[src/rtl/ahb_pkg.sv]
// ahb_pkg: shared AHB encodings and burst helpers.
//   htrans / hburst / hresp encodings as sized localparams.
//   burst_beats_m1 : hburst -> number of beats minus one (0 for SINGLE/INCR).
//   burst_is_fixed : hburst is a fixed-length (WRAPx/INCRx) burst.
package ahb_pkg;

  typedef logic [1:0] htrans_t;
  typedef logic [2:0] hburst_t;
  typedef logic [1:0] hresp_t;

  localparam htrans_t HTRANS_IDLE   = 2'd0;
  localparam htrans_t HTRANS_BUSY   = 2'd1;
  localparam htrans_t HTRANS_NONSEQ = 2'd2;
  localparam htrans_t HTRANS_SEQ    = 2'd3;

  localparam hburst_t HBURST_SINGLE = 3'd0;
  localparam hburst_t HBURST_INCR   = 3'd1;
  localparam hburst_t HBURST_WRAP4  = 3'd2;
  localparam hburst_t HBURST_INCR4  = 3'd3;
  localparam hburst_t HBURST_WRAP8  = 3'd4;
  localparam hburst_t HBURST_INCR8  = 3'd5;
  localparam hburst_t HBURST_WRAP16 = 3'd6;
  localparam hburst_t HBURST_INCR16 = 3'd7;

  localparam hresp_t HRESP_OKAY  = 2'd0;
  localparam hresp_t HRESP_ERROR = 2'd1;
  localparam hresp_t HRESP_RETRY = 2'd2;
  localparam hresp_t HRESP_SPLIT = 2'd3;

  function automatic logic [3:0] burst_beats_m1(input hburst_t hb);
    logic [3:0] n;
    case (hb)
      HBURST_WRAP4,  HBURST_INCR4:  n = 4'd3;
      HBURST_WRAP8,  HBURST_INCR8:  n = 4'd7;
      HBURST_WRAP16, HBURST_INCR16: n = 4'd15;
      default:                      n = 4'd0;
    endcase
    return n;
  endfunction

  function automatic logic burst_is_fixed(input hburst_t hb);
    return (hb >= HBURST_WRAP4);
  endfunction

endpackage

[src/rtl/ahb_rr_pick.sv]
// ahb_rr_pick: combinational rotate-priority picker.
//   req   [N-1:0]  request vector
//   ptr   [PW-1:0] index of the last winner; it gets lowest priority
//   grant [N-1:0]  one-hot winner (all zero when no request)
//   valid          at least one request present
// Search order is ptr+1, ptr+2, ... wrapping, ending at ptr itself.
module ahb_rr_pick #(
  parameter int N  = 16,
  parameter int PW = 4
) (
  input  logic [N-1:0]  req,
  input  logic [PW-1:0] ptr,
  output logic [N-1:0]  grant,
  output logic          valid
);

  logic [PW-1:0] idx;

  always_comb begin
    grant = '0;
    valid = 1'b0;
    idx   = '0;
    for (int i = 1; i <= N; i++) begin
      idx = PW'((32'(ptr) + 32'(i)) % 32'(N));
      if (!valid && req[idx]) begin
        grant[idx] = 1'b1;
        valid      = 1'b1;
      end
    end
  end

endmodule

[src/rtl/ahb_rr_arbiter.sv]
// ahb_rr_arbiter: round-robin AHB bus arbiter.
//   hclk, hresetn         clock, async active-low reset
//   hbusreq, hlock        per-master request / locked-access request
//   htrans, hburst        current transfer type / burst type on the bus
//   hready, hresp         shared transfer-done / response
//   hgrant                one-hot grant (registered)
//   hmaster, hmastlock    owner and lock of the current address phase
//
// State registers:
//   hgrant      | master granted for the next address phase
//   ptr         | last round-robin winner (lowest priority next time)
//   beats_left  | remaining beats of a fixed-length burst, minus one
//   lock_hold   | granted master held a locked transfer last hready cycle
module ahb_rr_arbiter
  import ahb_pkg::*;
#(
  parameter int NUM_MASTERS    = 16,
  parameter int MW             = 4,
  parameter int DEFAULT_MASTER = 0
) (
  input  logic                   hclk,
  input  logic                   hresetn,
  input  logic [NUM_MASTERS-1:0] hbusreq,
  input  logic [NUM_MASTERS-1:0] hlock,
  input  logic [1:0]             htrans,
  input  logic [2:0]             hburst,
  input  logic                   hready,
  input  logic [1:0]             hresp,
  output logic [NUM_MASTERS-1:0] hgrant,
  output logic [MW-1:0]          hmaster,
  output logic                   hmastlock
);

  localparam logic [NUM_MASTERS-1:0] DEF_GRANT =
    {{(NUM_MASTERS-1){1'b0}}, 1'b1} << DEFAULT_MASTER;
  localparam logic [MW-1:0] DEF_IDX = MW'(DEFAULT_MASTER);

  logic [MW-1:0]          ptr;
  logic [3:0]             beats_left;
  logic                   lock_hold;
  logic [NUM_MASTERS-1:0] pick_grant;
  logic                   pick_valid;
  logic [MW-1:0]          grant_idx;
  logic [MW-1:0]          win_idx;
  logic                   lock_g;
  logic                   fixed_nonseq;
  logic                   arb_en;
  logic                   split_retry;

  ahb_rr_pick #(
    .N  (NUM_MASTERS),
    .PW (MW)
  ) u_pick (
    .req   (hbusreq),
    .ptr   (ptr),
    .grant (pick_grant),
    .valid (pick_valid)
  );

  always_comb begin
    grant_idx = '0;
    win_idx   = '0;
    for (int i = 0; i < NUM_MASTERS; i++) begin
      if (hgrant[i])     grant_idx = MW'(i);
      if (pick_grant[i]) win_idx   = MW'(i);
    end
  end

  assign lock_g       = |(hlock & hgrant);
  assign fixed_nonseq = (htrans == HTRANS_NONSEQ) && burst_is_fixed(hburst);
  // Grant may only move on the last beat of a fixed burst (beats_left==1)
  // or when no fixed burst is running (beats_left==0).
  assign arb_en       = hready && !lock_hold && (beats_left <= 4'd1) && !fixed_nonseq;
  assign split_retry  = (hresp == HRESP_RETRY) || (hresp == HRESP_SPLIT);

  always_ff @(posedge hclk or negedge hresetn) begin
    if (!hresetn) begin
      hgrant     <= DEF_GRANT;
      hmaster    <= DEF_IDX;
      hmastlock  <= 1'b0;
      ptr        <= DEF_IDX;
      beats_left <= 4'd0;
      lock_hold  <= 1'b0;
    end else if (hready) begin
      hmaster   <= grant_idx;
      hmastlock <= lock_g;
      lock_hold <= lock_g;

      if (htrans == HTRANS_NONSEQ)
        beats_left <= burst_beats_m1(hburst);
      else if ((htrans == HTRANS_SEQ) && (beats_left != 4'd0))
        beats_left <= beats_left - 4'd1;

      if (arb_en) begin
        if (pick_valid) begin
          hgrant <= pick_grant;
          ptr    <= win_idx;
        end else begin
          hgrant <= DEF_GRANT;
        end
      end
    end else if (split_retry) begin
      // First cycle of a two-cycle RETRY/SPLIT: abandon the burst and lock
      // so the following hready cycle re-arbitrates with the owner last.
      beats_left <= 4'd0;
      lock_hold  <= 1'b0;
    end
  end

endmodule

[config.mk]
export PLATFORM = sky130hd
export DESIGN_NAME = ahb_rr_arbiter
export DESIGN_NICKNAME = d
export VERILOG_FILES = /design/src/rtl/ahb_pkg.sv /design/src/rtl/ahb_rr_pick.sv /design/src/rtl/ahb_rr_arbiter.sv
export SDC_FILE = /design/constraint.sdc
export NUM_CORES = 1
export LEC_CHECK = 0
export CORE_ASPECT_RATIO = 1.2
export CORE_MARGIN = 4
export CORE_UTILIZATION = 35
export DETAILED_ROUTE_END_ITERATION = 12
export HOLD_SLACK_MARGIN = 0.03
export REMOVE_ABC_BUFFERS = 1
export SYNTH_ARGS = -nofsm -noshare
export SYNTH_HDL_FRONTEND = slang
export SYNTH_SLANG_ARGS = --single-unit
[constraint.sdc]
create_clock -name hclk -period 13 [get_ports hclk]
set_clock_uncertainty 0.1 [all_clocks]
set_input_delay 2.6 -clock hclk [delete_from_list [all_inputs] [get_ports hclk]]
set_output_delay 2.6 -clock hclk [all_outputs]
set_load 0.02 [all_outputs]
Word level (Yosys, flattened, before mapping). Index checks and enable logic that the tools add are counted.

Flip-flop bits (word level): 30. Bits of input ports: 42. Output and inout bits: 21. Word-level logic and storage cells: 281.

$add $sub $neg: 17. $lt $le $gt $ge: 34. Eq/ne operators: 11. Multiplexer cells: 134. Bitwise operators: 16. Reductions and logical operators: 63.

Operators with widths (count): 2-to-1 mux 16 bit (17); bitwise OR 16 bit (15); 2-to-1 mux 4 bit (31); < comparator 4 x 5 -> 1 bit, second input constant (16); binary-select mux 1 bit (select 4 bit) (16); demux 1 bit (select 4 bit) (16); greater-or-equal comparator 4 x 1 -> 1 bit, second input constant (16); 2-to-1 mux 1 bit (52); logical AND 1 bit (36); adder 4 bit, second input constant (8); logical NOT 1 bit (17); adder 4 x 3 -> 4 bit, second input constant (4); bitwise AND 16 bit (1); OR reduction 16 bit (1); equality test 3 bit, second input constant (4); one-hot mux 4 bit (3 select lines) (1); adder 4 x 1 -> 4 bit, second input constant (2); adder 4 x 2 -> 4 bit, second input constant (2); equality test 2 bit, second input constant (4); equality test 3 x 2 -> 1 bit, second input constant (2); OR reduction 2 bit (3); less-or-equal comparator 4 x 1 -> 1 bit, second input constant (1); AND reduction 2 bit (2); nonzero test 4 bit (1); other kinds (7) (7).

Longest topological paths before layout. Gate-level depths: netlist of the first run.

Depth after elaboration: 64. Gate-level depth with buffers: 20. Depth with buffers taken out: 14.

Cells and area by module. From an unflattened synthesis of the first run, not the netlist that was laid out.

Cell total of the unflattened synthesis: 747. Area total of the unflattened synthesis: 5555.3 µm².

Modules (own cells, without submodules): ahb_rr_pick (instances 1, cells an instance 552, area an instance 3782.4 µm², sequential area each 0.0 µm²); ahb_rr_arbiter (instances 1, cells an instance 195, area an instance 1773.0 µm², sequential area each 752.0 µm²).

Worst setup path after synthesis of the first run. No wires, ideal clock.

Path type: input-to-reg. Start point: in hbusreq[5]. End point: reg ptr[0]. Library setup time: 132 ps. Data arrival time: 5725 ps. Required time: 12768 ps. Path slack: 7043 ps. Cell stages on the path: 12. Path buffers: 1. Path through: mux4_2 -> and3_1 -> or4_1 -> buf_2 -> nor3_4 -> nand3_2 -> or4_4 -> o2111a_1 -> nand2_1 -> nand3_1 -> a31oi_1 -> o32ai_2.

Word-level cells in the longest chain between the ends: 63. Elaborated cells on any way between the ends: 125. Classes of those cells: mux: 79; bitwise: 15; reduce/logical: 31.

RTL lines: from (decl) (RTL line ahb_rr_arbiter.sv:23) `input logic [NUM_MASTERS-1:0] hbusreq,`; binary-select mux 1 bit (select 4 bit) (RTL line ahb_rr_pick.sv:25) `if (!valid && req[idx]) begin`; 2-to-1 mux 1 bit (implied by the code) (RTL line ahb_rr_pick.sv:25); 2-to-1 mux 1 bit (RTL line ahb_rr_pick.sv:25); logical NOT 1 bit (RTL line ahb_rr_pick.sv:25); logical AND 1 bit (RTL line ahb_rr_pick.sv:25); 2-to-1 mux 1 bit (RTL line ahb_rr_pick.sv:25); logical NOT 1 bit (RTL line ahb_rr_pick.sv:25); logical AND 1 bit (RTL line ahb_rr_pick.sv:25); (+34 left out); logical NOT 1 bit (RTL line ahb_rr_pick.sv:25); logical AND 1 bit (RTL line ahb_rr_pick.sv:25); 2-to-1 mux 1 bit (RTL line ahb_rr_pick.sv:25); logical NOT 1 bit (RTL line ahb_rr_pick.sv:25); logical AND 1 bit (RTL line ahb_rr_pick.sv:25); 2-to-1 mux 16 bit (RTL line ahb_rr_pick.sv:25); 2-to-1 mux 1 bit (RTL line ahb_rr_arbiter.sv:65) `if (pick_grant[i]) win_idx = MW'(i);`; 2-to-1 mux 4 bit (14 in a row) (RTL line ahb_rr_arbiter.sv:65); to (signal assigned) (RTL line ahb_rr_arbiter.sv:97) `ptr <= win_idx;`; to (decl) (RTL line ahb_rr_arbiter.sv:38) `logic [MW-1:0] ptr;`.

Several ways; a longest one is shown, not always the timed one. The select of a mux whose other input is x is not followed. A chain may end at the register's enable or synchronous reset.

Final worst setup path of the first run.
Start point: in hbusreq[1]. End point: reg ptr[1].

Word-level cells in the longest chain between the ends: 62. Elaborated cells on any way between the ends: 124. Classes of those cells: mux: 78; bitwise: 15; reduce/logical: 31.

RTL lines (RTL line): binary-select mux 1 bit (select 4 bit) (ahb_rr_pick.sv:25); 2-to-1 mux 1 bit (implied by the code) (ahb_rr_pick.sv:25); 2-to-1 mux 1 bit (ahb_rr_pick.sv:25); logical NOT 1 bit (ahb_rr_pick.sv:25); logical AND 1 bit (ahb_rr_pick.sv:25); 2-to-1 mux 1 bit (ahb_rr_pick.sv:25); logical NOT 1 bit (ahb_rr_pick.sv:25); logical AND 1 bit (ahb_rr_pick.sv:25); (+33 left out); 2-to-1 mux 1 bit (ahb_rr_pick.sv:25); logical NOT 1 bit (ahb_rr_pick.sv:25); logical AND 1 bit (ahb_rr_pick.sv:25); 2-to-1 mux 1 bit (ahb_rr_pick.sv:25); logical NOT 1 bit (ahb_rr_pick.sv:25); logical AND 1 bit (ahb_rr_pick.sv:25); 2-to-1 mux 16 bit (ahb_rr_pick.sv:25); 2-to-1 mux 4 bit (14 in a row) (ahb_rr_arbiter.sv:65).

Several ways; a longest one is shown, not always the timed one. The select of a mux whose other input is x is not followed.

==> results of run 1 <==
critical path, delay by kind of cell:
family                 cells  cell delay (ps)
AO/OA/AOI/OAI              5             1460
buffers and inverters      1              530
multiplexers               1              580
AND/OR/NAND/NOR            6             2870
logic make-up after synthesis:
logic type / share of synthesized area
muxes: 0.184
xor gates and xnor gates: 0.0261
buffers and inverters: 0.0570
DFF: 0.140
adders and majority gates: 0.0419
AOI/OAI and AO/OA: 0.273
and+or+nand+nor: 0.278
flip-flops by register name, summed over array words and instances (netlist names):
name,count
hgrant,16
lock_hold,1
hmastlock,1
ptr,4
beats_left,4
hmaster,4
final cells by class:
| class | instances | area (um2) | share of cell area |
|---|---|---|---|
| multi-input combinational | 602 | 4330 | 0.687 |
| sequential | 30 | 752 | 0.119 |
| timing repair buffer | 79 | 743 | 0.118 |
| tap | 204 | 255 | 0.0405 |
| clock buffer | 6 | 139 | 0.0220 |
| inverter | 23 | 86.3 | 0.0137 |
through the flow:
step | total power, mW | hold WS, ps | setup WS (ps) | area (um2) | cells
after floorplan | 1.25 | 346 | 6650 | 5160 | 655
after global placement | 1.87 | 377 | 4830 | 6160 | 938
after detailed placement | 1.85 | 377 | 4900 | 6160 | 938
after CTS | 1.97 | 385 | 5180 | 6300 | 944
after global routing | 2.13 | 417 | 4740 | 6300 | 944
final | 2.03 | 377 | 4990 | 6300 | 944
cells in the final DEF (no fill, tap or decap), types with 10 or more instances in the layout:
cell              n
dfrtp_1          29
mux2i_1          30
nand2_1          88
a21oi_1          21
nor2_1           64
a32oi_1          16
o21ai_0          24
xnor2_1          11
o22ai_1          10
nand3_1          38
nand4_1          24
mux4_2           24
and3_1           12
inv_1            19
mux2_2           12
clkdlybuf4s50_1  60
ha_1             18
a22oi_1          10
a22o_1           11
nor3_1           30
buf_4            19
nor4_1           10
a31oi_1          13
worst max path at each step:
stage,startpoint,end
3_3_place_gp,hbusreq[1],ptr[1]
3_5_place_dp,hbusreq[5],ptr[1]
5_1_grt,hbusreq[0],ptr[1]
4_1_cts,hbusreq[5],ptr[1]
2_1_floorplan,hbusreq[5],ptr[0]
6_report,hbusreq[1],ptr[1]
where the power goes:
group	internal, mW	switching (mW)
clock	0.0738	0.0393
combinational	0.574	1.16
sequential	0.131	0.0514
routing by layer:
layer	part of all wire	global-route usage	up-vias
li1	-	-	2828
met1	0.38	0.350	3112
met2	0.47	0.473	390
met5	0	0	-
met3	0.078	0.0488	108
met4	0.066	0.159	0
==> flow_summary.json, run 1 <==
{
  "nNetsFinal": 801,
  "first_global_vias": 6245,
  "numCtsBuffers": 5,
  "reg2regPathDepth": 15,
  "grt_pass1_wl_um": 38200,
  "irDropWorstVdd_v": 0.000163,
  "synthesis.area_um2": 5380,
  "power_density_nw_per_um2": 322,
  "cp-start-kind": "input pin",
  "overflow": 0,
  "synthCells": 700,
  "drt-total-wl_um": 25400,
  "yosys.area.top_type": "dfrtp_1",
  "fp.dieH_um": 144,
  "antenna_left": 0,
  "drc_errors": 0,
  "relSlewSlack": 0.297,
  "clock_latency_ps": 280,
  "hp-class": "reg -> reg",
  "pin_count": 63,
  "slowest_stage": "or4_1",
  "ys.flop_type": "dfrtp_1",
  "ys_seq_area_frac": 0.140,
  "synthArstFlopShare": 1.00,
  "antenna_cells": 0,
  "fin_crit_ps": 8010,
  "tightest_slew_ps": 1050,
  "final_core_util": 0.420,
  "reg2reg_to": "ptr[0]",
  "p_leak_nw": 2.28,
  "wl_per_cell_um": 26.9,
  "rsz0062_at_grt": "no",
  "cp_max_fo": 27,
  "grt_max_degree": 40,
  "synth_edf_count": 0,
  "clock.fmax_mhz": 125,
  "dieArea_um2": 17400,
  "reg2reg_setup_slack_ps": 6020,
  "r2r-start": "ptr[0]",
  "viasPerCell": 6.82,
  "path_clk_slew_ps": 50,
  "syn_area_per_cell_um2": 7.68,
  "synth_commonest_cells": "nand2_1, nor2_1, nand3_1",
  "post_cts_buffers": 0,
  "htreeDepth": 2,
  "slew_violations": 0,
  "drtPass1Iterations": 7,
  "path_cells": "clkdlybuf4s50_1 -> mux4_2 -> and3_1 -> or4_1 -> nor3_4 -> nand3_2 -> o22ai_1 -> a2111oi_0 -> nand4_1 -> nor2_1 -> a21boi_0 -> o211ai_1 -> o2bb2ai_1",
  "die_w_um": 121,
  "post-synth-top-count-cell": "nand2_1",
  "holdPathStages": 2,
  "cts_tree": "yes",
  "drtIter0Drc": 782,
  "dpl.hpwl_um": 19400,
  "syn_to_final_growth_pct": 17.2,
  "postCtsResizedCells": 0,
  "path_class": "in -> reg",
  "coreArea_um2": 15000,
  "hold_viol": 0,
  "yosysWarnings": 0,
  "clockRootBuffer": "clkbuf_16",
  "num_vias": 6438,
  "synth_cell_types": 74,
  "final.period_utilization": 0.616,
  "cts_sinks": 30,
  "yosys-top-cells-area": "dfrtp_1, mux4_2, nand2_1, mux2i_1, nor2_1",
  "required_ps": 13060,
  "yosysTopAreaCellShare": 0.135,
  "fin_tns_setup_ps": 0,
  "outcome": "completed",
  "worstPathArrival_ps": 8070,
  "layout-drive-gt1-share": 0.107,
  "clockBufferDepth": 2,
  "cpPeakStageDelay_ps": 800,
  "place_congestion": 1.02,
  "hold_start": "hgrant[0]",
  "cap_violations": 0,
  "fillers": 1539,
  "std_cell_rows": 49,
  "ys_seq_elements": 30,
  "port_buffers": 60,
  "antenna_found_initial": 0,
  "min_to": "hgrant[0]",
  "cp-end-kind": "flop",
  "grt_usage": 0.285,
  "start_util": 0.358,
  "ctsHoldBuffers": 0,
  "setup_viol": 0
}
No activity file was read; power rests on OpenSTA's default activity.
==> run 2, diff against run 1 <==
- clock period: 13 -> 7.2 ns (I/O delays scaled with it)
==> run 2 against run 1 <==
  * Global-route usage up 0.25 points
  * Combinational power up 84%
  * Count of clock-buffer cells in the layout up 1
  * Power grew 84%
  * Die area did not move
  * Critical path depth grew 3
  * Design area grew 2.0%
  * Register-to-register slack worse by 4800 ps
  * Final cell count up 1.8%
  * Non-clock buffer count grew 15
  * Flip-flop and latch count did not move
  * First-iteration DRC count up 14%
  * Critical path type unchanged
  * Highest routed layer unchanged
==> flow_summary.json, run 2 (synthesis gave the netlist of run 1 again) <==
{
  "outcome": "completed",
  "clock_latency_ps": 270,
  "grt_max_degree": 39,
  "busiest_layer": "met2",
  "fin_worst_hold_slack_ps": 385,
  "final.period_utilization": 0.837,
  "cp-start-kind": "input pin",
  "drc_errors": 0,
  "hp-class": "reg -> reg",
  "grt_usage": 0.287,
  "rsz0062_at_grt": "no",
  "p_leak_nw": 2.36,
  "power_density_nw_per_um2": 580,
  "slowest_stage": "or4_1",
  "layout-drive-gt1-share": 0.127,
  "fin_crit_ps": 6030,
  "setup_ws_ps": 1170,
  "tightest_slew_ps": 986,
  "cpPeakStageDelay_ps": 720,
  "drt-total-wl_um": 25500,
  "dpl.hpwl_um": 19600,
  "required_ps": 7250,
  "dieArea_um2": 17400,
  "layout_commonest_cell": "nand2_1",
  "antenna_cells": 0,
  "antenna_left": 0,
  "clockRootBuffer": "clkbuf_16",
  "placed_cells": 953,
  "gr-usage-met1": 0.353,
  "numCtsBuffers": 5,
  "postCtsResizedCells": 0,
  "path_cells": "clkdlybuf4s50_1 -> mux4_2 -> and3_1 -> or4_1 -> nor3_4 -> buf_4 -> nand3_2 -> buf_4 -> o32ai_1 -> a21o_1 -> a2111oi_0 -> buf_4 -> a21oi_1 -> o21bai_1 -> a31oi_1 -> o32ai_2",
  "num_vias": 6534,
  "setup_viol": 0,
  "std_cell_rows": 49,
  "grt_pass1_wl_um": 38400,
  "stdcell_count": 961,
  "ctsHoldBuffers": 0,
  "clockBufferDepth": 2,
  "hold_viol": 0,
  "path_class": "in -> reg",
  "port_buffers": 60,
  "drtIter0Drc": 895,
  "post_cts_buffers": 0,
  "fp.dieH_um": 144,
  "worstPathArrival_ps": 6070,
  "finish.instance_area_um2": 6430,
  "cp_num_buf_inv": 4,
  "power_mw": 3.73,
  "cts_tree": "yes",
  "place_ws_ps": 961,
  "path_clk_slew_ps": 50,
  "wl_per_cell_um": 26.5,
  "slew_violations": 0,
  "cts_sinks": 30,
  "top_register": "hgrant",
  "fillers": 1530,
  "met3_usage": 0.0382,
  "relSlewSlack": 0.342,
  "place_congestion": 1.02,
  "use_met2": 0.480,
  "viasPerCell": 6.80,
  "cap_violations": 0,
  "pin_count": 63,
  "path_delay_family": "simple AND/OR/NAND/NOR gates",
  "syn_to_final_growth_pct": 19.6,
  "nNetsFinal": 816,
  "cp_max_fo": 11,
  "cp-end-kind": "flop",
  "overflow": 0,
  "drtPass1Iterations": 7,
  "antenna_found_initial": 0,
  "crit_top_cell": "buf_4",
  "final_core_util": 0.428,
  "seq_area_um2": 752,
  "largest_reg_flops": 16,
  "irDropWorstVdd_v": 0.000321,
  "clock.fmax_mhz": 166,
  "multi_input_area_um2": 4330,
  "layout_common_cells": "nand2_1, nor2_1, clkdlybuf4s50_1",
  "start_util": 0.358,
  "die_w_um": 121,
  "htreeDepth": 2,
  "post_dp_cell_area_um2": 6280,
  "fin_tns_setup_ps": 0,
  "coreArea_um2": 15000,
  "first_global_vias": 6312
}
## run 2: layout make-up
type / count / share of cell area
flip-flops and latches: 30 / 0.117
repair buffers: 94 / 0.133
multi-input cells: 602 / 0.674
clock inverters: 1 / 0.000778
inverters: 23 / 0.0134
clock buffers: 7 / 0.0222
well taps: 204 / 0.0397
## run 2: metal layers
layer	wire length [um]	vias to the layer above	part of all wire
met1	9520	3123	0.37
met5	0	-	0
met4	1870	0	0.073
met3	2100	110	0.082
li1	-	2857	-
met2	12000	444	0.47
## run 2: final timing paths
check,slack [ps],startpoint,depth (start not counted),to
min in group asynchronous,1460,hresetn,2,hmaster[0]
worst max-delay path,1170,hbusreq[8],16,ptr[0]
worst min-delay path,380,hgrant[0],2,hgrant[0]
worst min register to register,380,hgrant[0],2,hgrant[0]
worst max register to register,1190,ptr[0],15,ptr[0]
max in group asynchronous,5220,hresetn,2,hgrant[0]
## run 2: tightest hold or removal path: cells and delay by family, from the launching register on
family	cells	cell delay [ps]
AOI/OAI and AO/OA	1	50
buffers and inverters	1	50
DFF	1	380
## run 2: power breakdown
| part | internal [mW] | switching (mW) | total (mW) |
|---|---|---|---|
| registers | 0.237 | 0.0936 | 0.330 |
| logic | 1.07 | 2.12 | 3.19 |
| clock network | 0.137 | 0.0723 | 0.209 |
